## src/rtl/uart_pkg.sv

```systemverilog
// uart_pkg: shared definitions for the UART transmit arbiter.
//   state_t          - arbiter FSM states
//   NUM_REQ          - requester count (fixed at 4 in this revision)
//   ID_W             - width of a requester index
//   BUSY_TO_DEFAULT  - default cycles to wait for the transmitter to go busy
package uart_pkg;

  localparam int NUM_REQ         = 4;
  localparam int ID_W            = 2;
  localparam int BUSY_TO_DEFAULT = 3;

  typedef enum logic [1:0] {
    IDLE      = 2'd0,
    ISSUE     = 2'd1,
    WAIT_BUSY = 2'd2,
    WAIT_DONE = 2'd3
  } state_t;

endpackage

```

## src/rtl/rr_priority_sel.sv

```systemverilog
// rr_priority_sel: combinational round-robin winner selection with lock hold.
//   req        - per-requester pending request
//   last_grant - index of the previous winner; search starts one past it
//   lock       - per-requester hold request; only lock[last_grant] matters
//   winner     - selected requester index (meaningful when found=1)
//   found      - at least one requester is pending
module rr_priority_sel #(
  parameter int NUM_REQ = uart_pkg::NUM_REQ
) (
  input  logic [NUM_REQ-1:0]        req,
  input  logic [uart_pkg::ID_W-1:0] last_grant,
  input  logic [NUM_REQ-1:0]        lock,
  output logic [uart_pkg::ID_W-1:0] winner,
  output logic                      found
);
  import uart_pkg::*;

  // cand[k] is the requester examined at search position k: last_grant+1+k.
  logic [ID_W-1:0] cand [NUM_REQ];

  generate
    for (genvar gi = 0; gi < NUM_REQ; gi++) begin : g_cand
      assign cand[gi] = ID_W'((int'(last_grant) + gi + 1) % NUM_REQ);
    end
  endgenerate

  always_comb begin
    winner = last_grant;
    found  = 1'b0;
    if (lock[last_grant] && req[last_grant]) begin
      // A locked owner with another byte pending keeps the transmitter.
      winner = last_grant;
      found  = 1'b1;
    end else begin
      // Scan from the far end so the nearest pending candidate is assigned last.
      for (int i = NUM_REQ - 1; i >= 0; i--) begin
        if (req[cand[i]]) begin
          winner = cand[i];
          found  = 1'b1;
        end
      end
    end
  end

endmodule

```

## src/rtl/uart_tx_arbiter.sv

```systemverilog
// uart_tx_arbiter: shares one UART transmitter among NUM_REQ byte sources.
//   CLK, rst   - clock (rising edge) and synchronous active-high reset
//   req        - per-requester byte pending (level, sampled only in IDLE)
//   lock       - per-requester hold-grant for multi-byte packets
//   req_data   - packed bytes, requester i at [i*Width +: Width]
//   Busy       - transmitter busy flag
//   P_data     - byte to the transmitter, held until the next selection
//   Data_valid - one-cycle launch strobe (high during ISSUE)
//   ack        - one-hot byte-accepted pulse, coincident with Data_valid
//   grant_id   - current or most recent owner
//   arb_busy   - high whenever the FSM is not in IDLE
//   tx_err     - one-cycle pulse when Busy never rose after a launch
module uart_tx_arbiter #(
  parameter int Width   = 8,
  parameter int NUM_REQ = uart_pkg::NUM_REQ,
  parameter int BUSY_TO = uart_pkg::BUSY_TO_DEFAULT
) (
  input  logic                      CLK,
  input  logic                      rst,
  input  logic [NUM_REQ-1:0]        req,
  input  logic [NUM_REQ-1:0]        lock,
  input  logic [NUM_REQ*Width-1:0]  req_data,
  input  logic                      Busy,
  output logic [Width-1:0]          P_data,
  output logic                      Data_valid,
  output logic [NUM_REQ-1:0]        ack,
  output logic [uart_pkg::ID_W-1:0] grant_id,
  output logic                      arb_busy,
  output logic                      tx_err
);
  import uart_pkg::*;

  localparam int CNT_W = $clog2(BUSY_TO + 1);

  state_t          state_reg;
  logic [ID_W-1:0] last_grant_reg;
  logic [CNT_W-1:0] to_cnt_reg;

  logic [ID_W-1:0] winner;
  logic            found;

  logic [Width-1:0] req_bytes [NUM_REQ];

  generate
    for (genvar gi = 0; gi < NUM_REQ; gi++) begin : g_unpack
      assign req_bytes[gi] = req_data[gi*Width +: Width];
    end
  endgenerate

  rr_priority_sel #(
    .NUM_REQ(NUM_REQ)
  ) u_sel (
    .req       (req),
    .last_grant(last_grant_reg),
    .lock      (lock),
    .winner    (winner),
    .found     (found)
  );

  // All outputs are registered; Data_valid/ack are set on the IDLE->ISSUE
  // edge so they are high exactly while the FSM sits in ISSUE.
  always_ff @(posedge CLK) begin
    if (rst) begin
      state_reg      <= IDLE;
      last_grant_reg <= ID_W'(NUM_REQ - 1);
      to_cnt_reg     <= '0;
      P_data         <= '0;
      Data_valid     <= 1'b0;
      ack            <= '0;
      grant_id       <= '0;
      arb_busy       <= 1'b0;
      tx_err         <= 1'b0;
    end else begin
      Data_valid <= 1'b0;
      ack        <= '0;
      tx_err     <= 1'b0;
      case (state_reg)
        IDLE: begin
          if (found) begin
            P_data         <= req_bytes[winner];
            grant_id       <= winner;
            last_grant_reg <= winner;
            Data_valid     <= 1'b1;
            ack            <= NUM_REQ'(1) << winner;
            arb_busy       <= 1'b1;
            state_reg      <= ISSUE;
          end
        end
        ISSUE: begin
          to_cnt_reg <= '0;
          state_reg  <= WAIT_BUSY;
        end
        WAIT_BUSY: begin
          if (Busy) begin
            to_cnt_reg <= '0;
            state_reg  <= WAIT_DONE;
          end else if (to_cnt_reg == CNT_W'(BUSY_TO - 1)) begin
            // This cycle would bring the count to BUSY_TO: give up, no retry.
            to_cnt_reg <= '0;
            tx_err     <= 1'b1;
            arb_busy   <= 1'b0;
            state_reg  <= IDLE;
          end else begin
            to_cnt_reg <= to_cnt_reg + 1'b1;
          end
        end
        WAIT_DONE: begin
          if (!Busy) begin
            arb_busy  <= 1'b0;
            state_reg <= IDLE;
          end
        end
        default: begin
          arb_busy  <= 1'b0;
          state_reg <= IDLE;
        end
      endcase
    end
  end

endmodule

```

## config.mk

```make
export PLATFORM = sky130hd
export DESIGN_NAME = uart_tx_arbiter
export DESIGN_NICKNAME = d
export VERILOG_FILES = /design/src/rtl/uart_pkg.sv /design/src/rtl/rr_priority_sel.sv /design/src/rtl/uart_tx_arbiter.sv
export SDC_FILE = /design/constraint.sdc
export NUM_CORES = 1
export LEC_CHECK = 0
export CAP_MARGIN = 20
export CORE_ASPECT_RATIO = 0.6
export CORE_UTILIZATION = 44
export CTS_BUF_LIST = sky130_fd_sc_hd__clkbuf_4 sky130_fd_sc_hd__clkbuf_8
export DETAILED_ROUTE_END_ITERATION = 8
export PLACE_DENSITY_LB_ADDON = 0.08
export SLEW_MARGIN = 20
export SYNTH_ARGS = -nofsm -noshare
export SYNTH_HDL_FRONTEND = slang
export SYNTH_SLANG_ARGS = --single-unit
```

## constraint.sdc

```tcl
create_clock -name CLK -period 7.4 [get_ports CLK]
set_input_delay 1.85 -clock CLK [delete_from_list [all_inputs] [get_ports CLK]]
set_output_delay 1.85 -clock CLK [all_outputs]
set_load 0.01 [all_outputs]
```

==> results of run 1 <==
per-layer routing:
metal	vias to the layer above	routed length [µm]	share of wire [%]	global-route usage, %
met5	-	0	0	0
met4	0	57	1.8	8.000
met3	6	186	5.7	7.692
met2	45	1617	50	42.52
met1	590	1387	43	26.44
li1	600	-	-	-
worst paths after layout:
check,from,end,depth (start not counted)
setup / recovery,req[1],P_data[2],9
hold / removal,P_data[4],P_data[4],2
setup reg to reg,last_grant_reg[0],P_data[2],7
hold reg to reg,P_data[4],P_data[4],2
critical path, delay by kind of cell:
kind	cells	cell delay [ns]
buffers and inverters	2	0.85
AND/OR/NAND/NOR	2	0.52
XOR/XNOR	1	0.15
multiplexers	1	0.27
AO/OA/AOI/OAI	3	0.60
power by group:
part | switching, mW | leakage, nW | internal [mW]
clock | 0.0381 | 0.0262 | 0.0421
combinational | 0.153 | 0.516 | 0.176
sequential | 0.0289 | 0.189 | 0.164
area by class of cell:
class                   instances  area (µm²)  share of cell area (%)
clock buffers                   4       48.80                   2.612
inverters                       5       18.77                   1.005
multi-input cells              99       701.9                   37.58
flip-flops and latches         23       460.4                   24.65
well taps                      32       40.04                   2.143
repair buffers                 60       598.1                   32.02
cells in the final DEF, fill, tap and decap left out, types with 2 or more instances in the layout:
| master | netlist | final |
|---|---|---|
| a211oi_1 | 4 | 4 |
| nand4b_1 | 2 | 2 |
| nor3_1 | 3 | 3 |
| mux2i_1 | 16 | 16 |
| nand2_1 | 14 | 14 |
| clkbuf_8 | 0 | 3 |
| a21oi_1 | 5 | 5 |
| dfxtp_1 | 23 | 23 |
| clkdlybuf4s50_1 | 0 | 59 |
| o221ai_1 | 9 | 9 |
| nand2b_1 | 4 | 4 |
| or3_1 | 2 | 2 |
| o21ai_0 | 2 | 2 |
| nor2b_1 | 3 | 3 |
| inv_1 | 4 | 4 |
| nor2_1 | 11 | 11 |
| nand3b_1 | 3 | 3 |
| ha_1 | 5 | 5 |
logic make-up (layout without fill, tap and decap cells):
group                    Yosys count  count (layout)  synth area share [%]
AND/OR/NAND/NOR                   49              49                 20.77
AO/OA/AOI/OAI                     26              26                 15.81
flip-flops                        23              23                 38.02
multiplexers                      17              17                 14.15
buffers and inverters             11              69                 4.648
adder cells (fa/ha/maj)            5               5                 5.165
XOR/XNOR                           2               2                 1.447
stage by stage:
step | hold slack [ns] | power [mW]
6_report | 0.4716 | 0.6017
5_1_grt | 0.5159 | 0.6423
4_1_cts | 0.4753 | 0.6042
3_5_place_dp | 0.4519 | 0.5230
3_3_place_gp | 0.4446 | 0.5093
2_1_floorplan | 0.4660 | 0.4096
==> metrics.yaml, run 1 <==
postRouteAntennaNets: 0
cts_buffer_depth: 2
max_stage_delay_ns: 0.52
track_usage_pct: 23.54
clock_latency_ns: 0.26
largest_register_ffs: 8
firstDrtPassIters: 4
synthCells: 133
synth.distinct_cells: 36
finalHoldViolCount: 0
dpl.cell_count: 219
netlist.area_leader.share_pct: 38.02
synth_seq_cells: 23
cts-root-buf: "clkbuf_8"
num_io_pins: 60
hpwl_um: 2571
crit_fanout: 21
power.leakage_nw: 0.7319
cts.clk_slew.worst_paths_ns: 0.07
reg2reg_slack_ns: 4.83
cts_tree: "done"
wl_um: 3248
synthFlopType: "dfxtp_1"
n_antenna_cell: 0
port_buffers: 59
die_w_um: 69.73
dpl_cell_area_um2: 1819
finalMaxSlewViolations: 0
grt-ovfl-total: 0
timing.max_slew.rel_slack_pct: 61.14
yosys.cell_count.top_type: "dfxtp_1"
cp_cell_sequence: "clkdlybuf4s50_1 -> nand3_1 -> o21ai_0 -> or3_1 -> a211o_1 -> xor2_2 -> buf_4 -> mux2i_1 -> o221ai_1"
core_um2: 2557
final_layout_size_suffix_gt1_share_pct: 4.712
fill_cells: 182
ir_worst_vdd_mv: 0.1792
hold_buffers: 0
critPathLaunchType: "primary input"
postCtsSetupBuffers: 0
via_per_inst: 5.565
hp-class: "reg -> reg"
ctsResizeCount: 0
cts_made_buffers: 3
min_period_ns: 4.118
synth_nets: 181
final.period_utilization_pct: 55.65
yosys.area.top_type: "dfxtp_1"
power.density_nw_per_um2: 322.1
syn_area_um2: 1211
synth-seq-area-share_pct: 38.02
ys_async_sr_fraction_pct: 0
place_ws_ns: 3.036
top_regs: "P_data: 8 flops, ack: 4 flops"
crit_type: "in -> reg"
wire_per_inst_um: 14.57
area_growth_pct: 54.24
yosys_warnings: 0
gp_congestion: 0.8743
initial_utilization_pct: 47.36
cpMaxStageDelayCell: "clkdlybuf4s50_1"
cts.sinks: 23
layoutNonFillerInstCount: 223
synth_area_leaders: "dfxtp_1 38%, mux2i_1 13%, o221ai_1 6.5%"
grt_max_degree: 22
antenna_found_initial: 0
max_freq_mhz: 242.8
setup_viol: 0
dieArea_um2: 2973
synth_commonest_cells: "23 x dfxtp_1, 16 x mux2i_1, 14 x nand2_1"
cp.required_ns: 7.53
grt_pass1_vias: 1221
utilization_pct: 73.04
skew_ns: 0.003494
rsz0062_at_grt: "no"
tightestPinTransition_ns: 0.5807
setup.worst_path.end_class: "register"
die_y_um: 42.64
max-cap-violations: 0
drt_iter0_drc: 99
synth-edff-count: 0
rows: 14
final_area_um2: 1868
fin_ws_ns: 3.282
regMostFlops: "P_data"
fin_setup_tns_ns: 0
syn_avg_cell_area_um2: 9.106
ctsHtreeMaxLevel: 1
drc: 0
fin_nets: 240
crit_arrival_ns: 4.25
grt_pass1_wl_um: 5333
outcome: "finished, final reports clean"
vias: 1241
No activity file was read; power rests on OpenSTA's default activity.
==> inputs of run 2 (changes only) <==
--- a/config.mk
+++ b/config.mk
@@ -7,7 +7,7 @@
 export LEC_CHECK = 0
 export CAP_MARGIN = 20
 export CORE_ASPECT_RATIO = 0.6
-export CORE_UTILIZATION = 44
+export CORE_UTILIZATION = 41
 export CTS_BUF_LIST = sky130_fd_sc_hd__clkbuf_4 sky130_fd_sc_hd__clkbuf_8
 export DETAILED_ROUTE_END_ITERATION = 8
 export PLACE_DENSITY_LB_ADDON = 0.08
==> constraint.sdc (replaced) <==
create_clock -name CLK -period 3.9 [get_ports CLK]
set_input_delay 0.975 -clock CLK [delete_from_list [all_inputs] [get_ports CLK]]
set_output_delay 0.975 -clock CLK [all_outputs]
set_load 0.01 [all_outputs]
==> run 2 against run 1 <==
- register-to-register slack worse by 3.5 ns
- utilization is 2.1 points lower
- power is 90% higher
- largest cell class unchanged
==> metrics.yaml, run 2 (synthesis gave the netlist of run 1 again) <==
outcome: "finished, final reports clean"  # unchanged
critPathLaunchType: "primary input"  # unchanged
wl_um: 3328  # was 3248 µm
min_period_ns: 3.223
hp-class: "reg -> reg"  # unchanged
grt_pass1_vias: 1241  # was 1,221
finalMaxSlewViolations: 0  # unchanged
dieArea_um2: 3182  # was 2973 µm²
port_buffers: 59  # unchanged
grt_max_degree: 22  # unchanged
die_w_um: 72.17  # was 69.73 µm
rsz0062_at_grt: "no"  # unchanged
r2r_cells: 8  # was 7
reg2reg_slack_ns: 1.35  # was 4.83 ns
antenna_found_initial: 0  # unchanged
cp.required_ns: 4.04  # was 7.53 ns
setup.worst_path.end_class: "register"  # unchanged
endpoint: "P_data[1]"  # was P_data[2]
final_layout_size_suffix_gt1_share_pct: 4.712  # unchanged
postRouteAntennaNets: 0  # unchanged
wire_per_inst_um: 14.41  # was 14.57 µm
cts-root-buf: "clkbuf_8"  # unchanged
drc: 0  # unchanged
fin_nets: 240  # unchanged
hpwl_um: 2613  # was 2571 µm
ctsHtreeMaxLevel: 1  # unchanged
skew_ns: 0.005689  # was 0.003494 ns
max-cap-violations: 0  # unchanged
area_growth_pct: 54.86  # was 54.24%
power.density_nw_per_um2: 609.5  # was 322.1 nW/µm²
startpoint: "req[1]"  # unchanged
tightestPinTransition_ns: 0.5996  # was 0.5807 ns
regMostFlops: "P_data"  # unchanged
track_usage_pct: 22.06  # was 23.54%
rr_startpoint: "last_grant_reg[0]"  # unchanged
ir_worst_vdd_mv: 0.3232  # was 0.1792 mV
die_y_um: 44.10  # was 42.64 µm
grt-ovfl-total: 0  # unchanged
dpl.cell_count: 227  # was 219
max_freq_mhz: 310.3
core_um2: 2645  # was 2557 µm²
grt_pass1_wl_um: 5319  # was 5333 µm
cts_tree: "done"  # unchanged
layoutNonFillerInstCount: 231  # was 223
fin_ws_ns: 0.6772  # was 3.282 ns
firstDrtPassIters: 4  # unchanged
final_area_um2: 1876  # was 1868 µm²
drt_iter0_drc: 81  # was 99
utilization_pct: 70.91  # was 73.04%
rows: 14  # unchanged
fin_setup_tns_ns: 0  # unchanged
finalHoldViolCount: 0  # unchanged
final.period_utilization_pct: 82.64
cts.sinks: 23  # unchanged
crit_fanout: 21  # unchanged
power.leakage_nw: 0.7312  # was 0.7319 nW
via_per_inst: 5.299  # was 5.565
num_io_pins: 60  # unchanged
clock_latency_ns: 0.27  # was 0.26 ns
n_antenna_cell: 0  # unchanged
postCtsSetupBuffers: 0  # unchanged
initial_utilization_pct: 45.79  # was 47.36%
crit_arrival_ns: 3.36  # was 4.25 ns
cts.clk_slew.worst_paths_ns: 0.08  # was 0.07 ns
dpl_cell_area_um2: 1829  # was 1819 µm²
crit_type: "in -> reg"  # unchanged
place_ws_ns: 0.4216  # was 3.036 ns
largest_register_ffs: 8  # unchanged
final_cell_mix: "59 x clkdlybuf4s50_1, 23 x dfxtp_1, 16 x mux2i_1"  # unchanged
ctsResizeCount: 0  # unchanged
cts_made_buffers: 3  # unchanged
hold_buffers: 0  # unchanged
setup_viol: 0  # unchanged
cts_buffer_depth: 2  # unchanged
timing.max_slew.rel_slack_pct: 59.88  # was 61.14%
regToRegEndpoint: "P_data[1]"  # was P_data[2]
top_regs: "P_data: 8 flops, ack: 4 flops"  # unchanged
layout_commonest_cell: "clkdlybuf4s50_1"  # unchanged
gp_congestion: 0.8097  # was 0.8743
vias: 1224  # was 1,241
[run 2: how the worst min path moves through the flow]
stage                        from       endpoint  slack [ns]  depth (start not counted)
floorplan           to_cnt_reg[0]  to_cnt_reg[0]        0.47                          2
global placement        P_data[2]      P_data[2]        0.45                          2
detailed placement      P_data[1]      P_data[1]        0.46                          2
CTS                     P_data[7]      P_data[7]        0.48                          2
global route            P_data[6]      P_data[6]        0.50                          2
finish                  P_data[1]      P_data[1]        0.47                          2
[run 2: per-layer routing]
metal	GRT usage, %	up-vias	part of all wire (%)
li1	-	602	-
met1	24.02	563	44
met2	40.56	55	49
met3	7.289	4	5.8
met4	8.627	0	1.3
met5	0	-	0
[run 2: worst max-delay path, cell delays in order]
cell	delay [ns]
clkdlybuf4s50_1	0.53
nand3_1	0.15
o21ai_0	0.11
or3_1	0.37
a211o_1	0.34
xor2_2	0.16
buf_4	0.34
mux2i_1	0.26
o221ai_1	0.13
[run 2: stage by stage]
stage	power, mW	hold WS [ns]
after floorplan	0.7772	0.4660
after global placement	0.9677	0.4457
after detailed placement	0.9939	0.4600
after CTS	1.143	0.4793
after global routing	1.222	0.5018
final	1.143	0.4698
[run 2: power breakdown]
group	leakage, nW	internal [mW]	switching (mW)
clock	0.0255	0.0714	0.0758
combinational	0.516	0.334	0.295
sequential	0.189	0.310	0.0565
total	0.731	0.716	0.427
[run 2: area by class of cell]
cell class | instances | area, µm²
inverter | 5 | 18.77
multi-input combinational | 99 | 701.9
clock buffer | 3 | 41.29
tap | 40 | 50.05
clock inverter | 1 | 5.005
timing repair buffer | 60 | 598.1
sequential | 23 | 460.4
fill | 207 | 769.5
==> inputs of run 3 (changes only) <==
==> constraint.sdc (replaced) <==
create_clock -name CLK -period 3.25 [get_ports CLK]
set_input_delay 0.8125 -clock CLK [delete_from_list [all_inputs] [get_ports CLK]]
set_output_delay 0.8125 -clock CLK [all_outputs]
set_load 0.01 [all_outputs]
==> run 3 against run 2 <==
- setup slack got worse by 0.33 ns
- sequential cell count unchanged
- combinational power increased by 25%
- largest power group unchanged
- largest cell class unchanged
- utilization increased by 0.85 points
- cell count increased by 0.43%
- final area increased by 1.2%
- sequential power increased by 20%
- critical path type unchanged
- die area unchanged
- critical endpoint is now P_data[6]
- count of clock-buffer cells in the layout increased by 1
==> metrics.yaml, run 3 (synthesis gave the netlist of run 1 again) <==
grt-ovfl-total: 0  # unchanged
die_w_um: 72.17  # unchanged
track_usage_pct: 22.29  # was 22.06%
setup_viol: 0  # unchanged
cts_buffer_depth: 2  # unchanged
cts.sinks: 23  # unchanged
startpoint: "req[2]"  # was req[1]
power.leakage_nw: 0.7414  # was 0.7312 nW
rsz0062_at_grt: "no"  # unchanged
crit_arrival_ns: 3.05  # was 3.36 ns
layout_commonest_cell: "clkdlybuf4s50_1"  # unchanged
antenna_found_initial: 0  # unchanged
endpoint: "P_data[6]"  # was P_data[1]
initial_utilization_pct: 45.79  # unchanged
outcome: "finished, final reports clean"  # unchanged
max-cap-violations: 0  # unchanged
regToRegEndpoint: "P_data[6]"  # was P_data[1]
final.period_utilization_pct: 89.44
firstDrtPassIters: 4  # unchanged
grt_pass1_vias: 1200  # was 1,241
grt_max_degree: 22  # unchanged
rows: 14  # unchanged
hpwl_um: 2634  # was 2613 µm
power.density_nw_per_um2: 748.5  # was 609.5 nW/µm²
ctsResizeCount: 0  # unchanged
cts-root-buf: "clkbuf_8"  # unchanged
max_stage_delay_ns: 0.49  # was 0.53 ns
clock_latency_ns: 0.27  # about the same
cpMaxStageDelayCell: "clkdlybuf4s50_1"  # unchanged
r2r_cells: 7  # was 8
utilization_pct: 71.76  # was 70.91%
critPathLaunchType: "primary input"  # unchanged
fin_setup_tns_ns: 0  # unchanged
cp_cell_sequence: "clkdlybuf4s50_1 -> nor2b_1 -> o2bb2ai_1 -> or3_1 -> a211o_1 -> xor2_2 -> buf_12 -> mux2i_1 -> o221ai_1"  # was clkdlybuf4s50_1 -> nand3_1 -> o21ai_0 -> or3_1 -> a211o_1 -> xor2_2 -> buf_4 -> mux2i_1 -> o221ai_1
cp.required_ns: 3.39  # was 4.04 ns
regMostFlops: "P_data"  # unchanged
drc: 0  # unchanged
min_period_ns: 2.907
drt_iter0_drc: 66  # was 81
final_area_um2: 1898  # was 1876 µm²
grt_pass1_wl_um: 5306  # was 5319 µm
dieArea_um2: 3182  # unchanged
top_regs: "P_data: 8 flops, ack: 4 flops"  # unchanged
postCtsSetupBuffers: 0  # unchanged
cts_made_buffers: 3  # unchanged
vias: 1260  # was 1,224
via_per_inst: 5.431  # was 5.299
timing.max_slew.rel_slack_pct: 66.33  # was 59.88%
crit_type: "in -> reg"  # unchanged
finalHoldViolCount: 0  # unchanged
hp-class: "reg -> reg"  # unchanged
largest_register_ffs: 8  # unchanged
wire_per_inst_um: 14.34  # was 14.41 µm
rr_startpoint: "last_grant_reg[0]"  # unchanged
dpl_cell_area_um2: 1849  # was 1829 µm²
dpl.cell_count: 228  # was 227
cts.clk_slew.worst_paths_ns: 0.09  # was 0.08 ns
ir_worst_vdd_mv: 0.4085  # was 0.3232 mV
num_io_pins: 60  # unchanged
max_freq_mhz: 344.0
holdCritStartpoint: "P_data[2]"  # was P_data[1]
tightestPinTransition_ns: 0.5039  # was 0.5996 ns
finalMaxSlewViolations: 0  # unchanged
crit_fanout: 21  # unchanged
p_total_mw: 1.421  # was 1.143 mW
fin_nets: 241  # was 240
port_buffers: 59  # unchanged
hold_buffers: 0  # unchanged
die_y_um: 44.10  # unchanged
setup.worst_path.end_class: "register"  # unchanged
wl_um: 3326  # was 3328 µm
reg2reg_slack_ns: 0.82  # was 1.35 ns
area_growth_pct: 56.71  # was 54.86%
layoutNonFillerInstCount: 232  # was 231
final_layout_size_suffix_gt1_share_pct: 5.208  # was 4.712%
final_cell_mix: "59 x clkdlybuf4s50_1, 23 x dfxtp_1, 16 x mux2i_1"  # unchanged
postRouteAntennaNets: 0  # unchanged
cts_tree: "done"  # unchanged
n_antenna_cell: 0  # unchanged
skew_ns: 0.008340  # was 0.005689 ns
gp_congestion: 0.7803  # was 0.8097
core_um2: 2645  # unchanged
ctsHtreeMaxLevel: 1  # unchanged
## run 3: changes by cell type in the layout (fill, tap and decap cells not counted)
cell | previous run | this run
buf_12 | 0 | 1
clkinv_2 | 1 | 0
clkbuf_4 | 0 | 1
## run 3: routing by layer
metal  vias up  track usage, %  wire length (µm)
li1        606               -                 -
met1       594           24.54              1360
met2        55           42.99              1735
met3         5           5.467               196
met4         0           7.059                34
met5         -               0                 0
## run 3: final cells by class
class,instances,area [µm²]
fillers,190,747.0
well taps,40,50.05
multi-input cells,99,701.9
repair buffers,61,618.1
inverters,5,18.77
flip-flops and latches,23,460.4
clock buffers,4,48.80
## run 3: worst min-delay path by stage
stage,endpoint,slack (ns),cells after the start
after floorplan,to_cnt_reg[0],0.47,2
final,P_data[2],0.47,2
after detailed placement,P_data[3],0.45,2
after global routing,P_data[5],0.50,2
after global placement,P_data[2],0.45,2
after CTS,P_data[2],0.47,2
## run 3: power by group
part           switching [mW]  internal, mW  leakage, nW
Sequential             0.0682         0.372        0.189
Clock                  0.0969        0.0961       0.0262
Combinational           0.353         0.434        0.526
Total                   0.518         0.903        0.741
## run 3: worst max-delay path: cells and delay by family
kind                      cells  cell delay [ns]
buffers and inverters         2             0.69
AOI/OAI and AO/OA             3             0.63
and+or+nand+nor               2             0.49
muxes                         1             0.23
xor gates and xnor gates      1             0.19
## run 3: metrics by stage
step	setup WS (ns)	hold WS, ns
finish	0.3432	0.4710
global route	0.2269	0.5008
CTS	0.3465	0.4721
detailed placement	0.04733	0.4512
global placement	0.1838	0.4459
floorplan	0.6902	0.4660
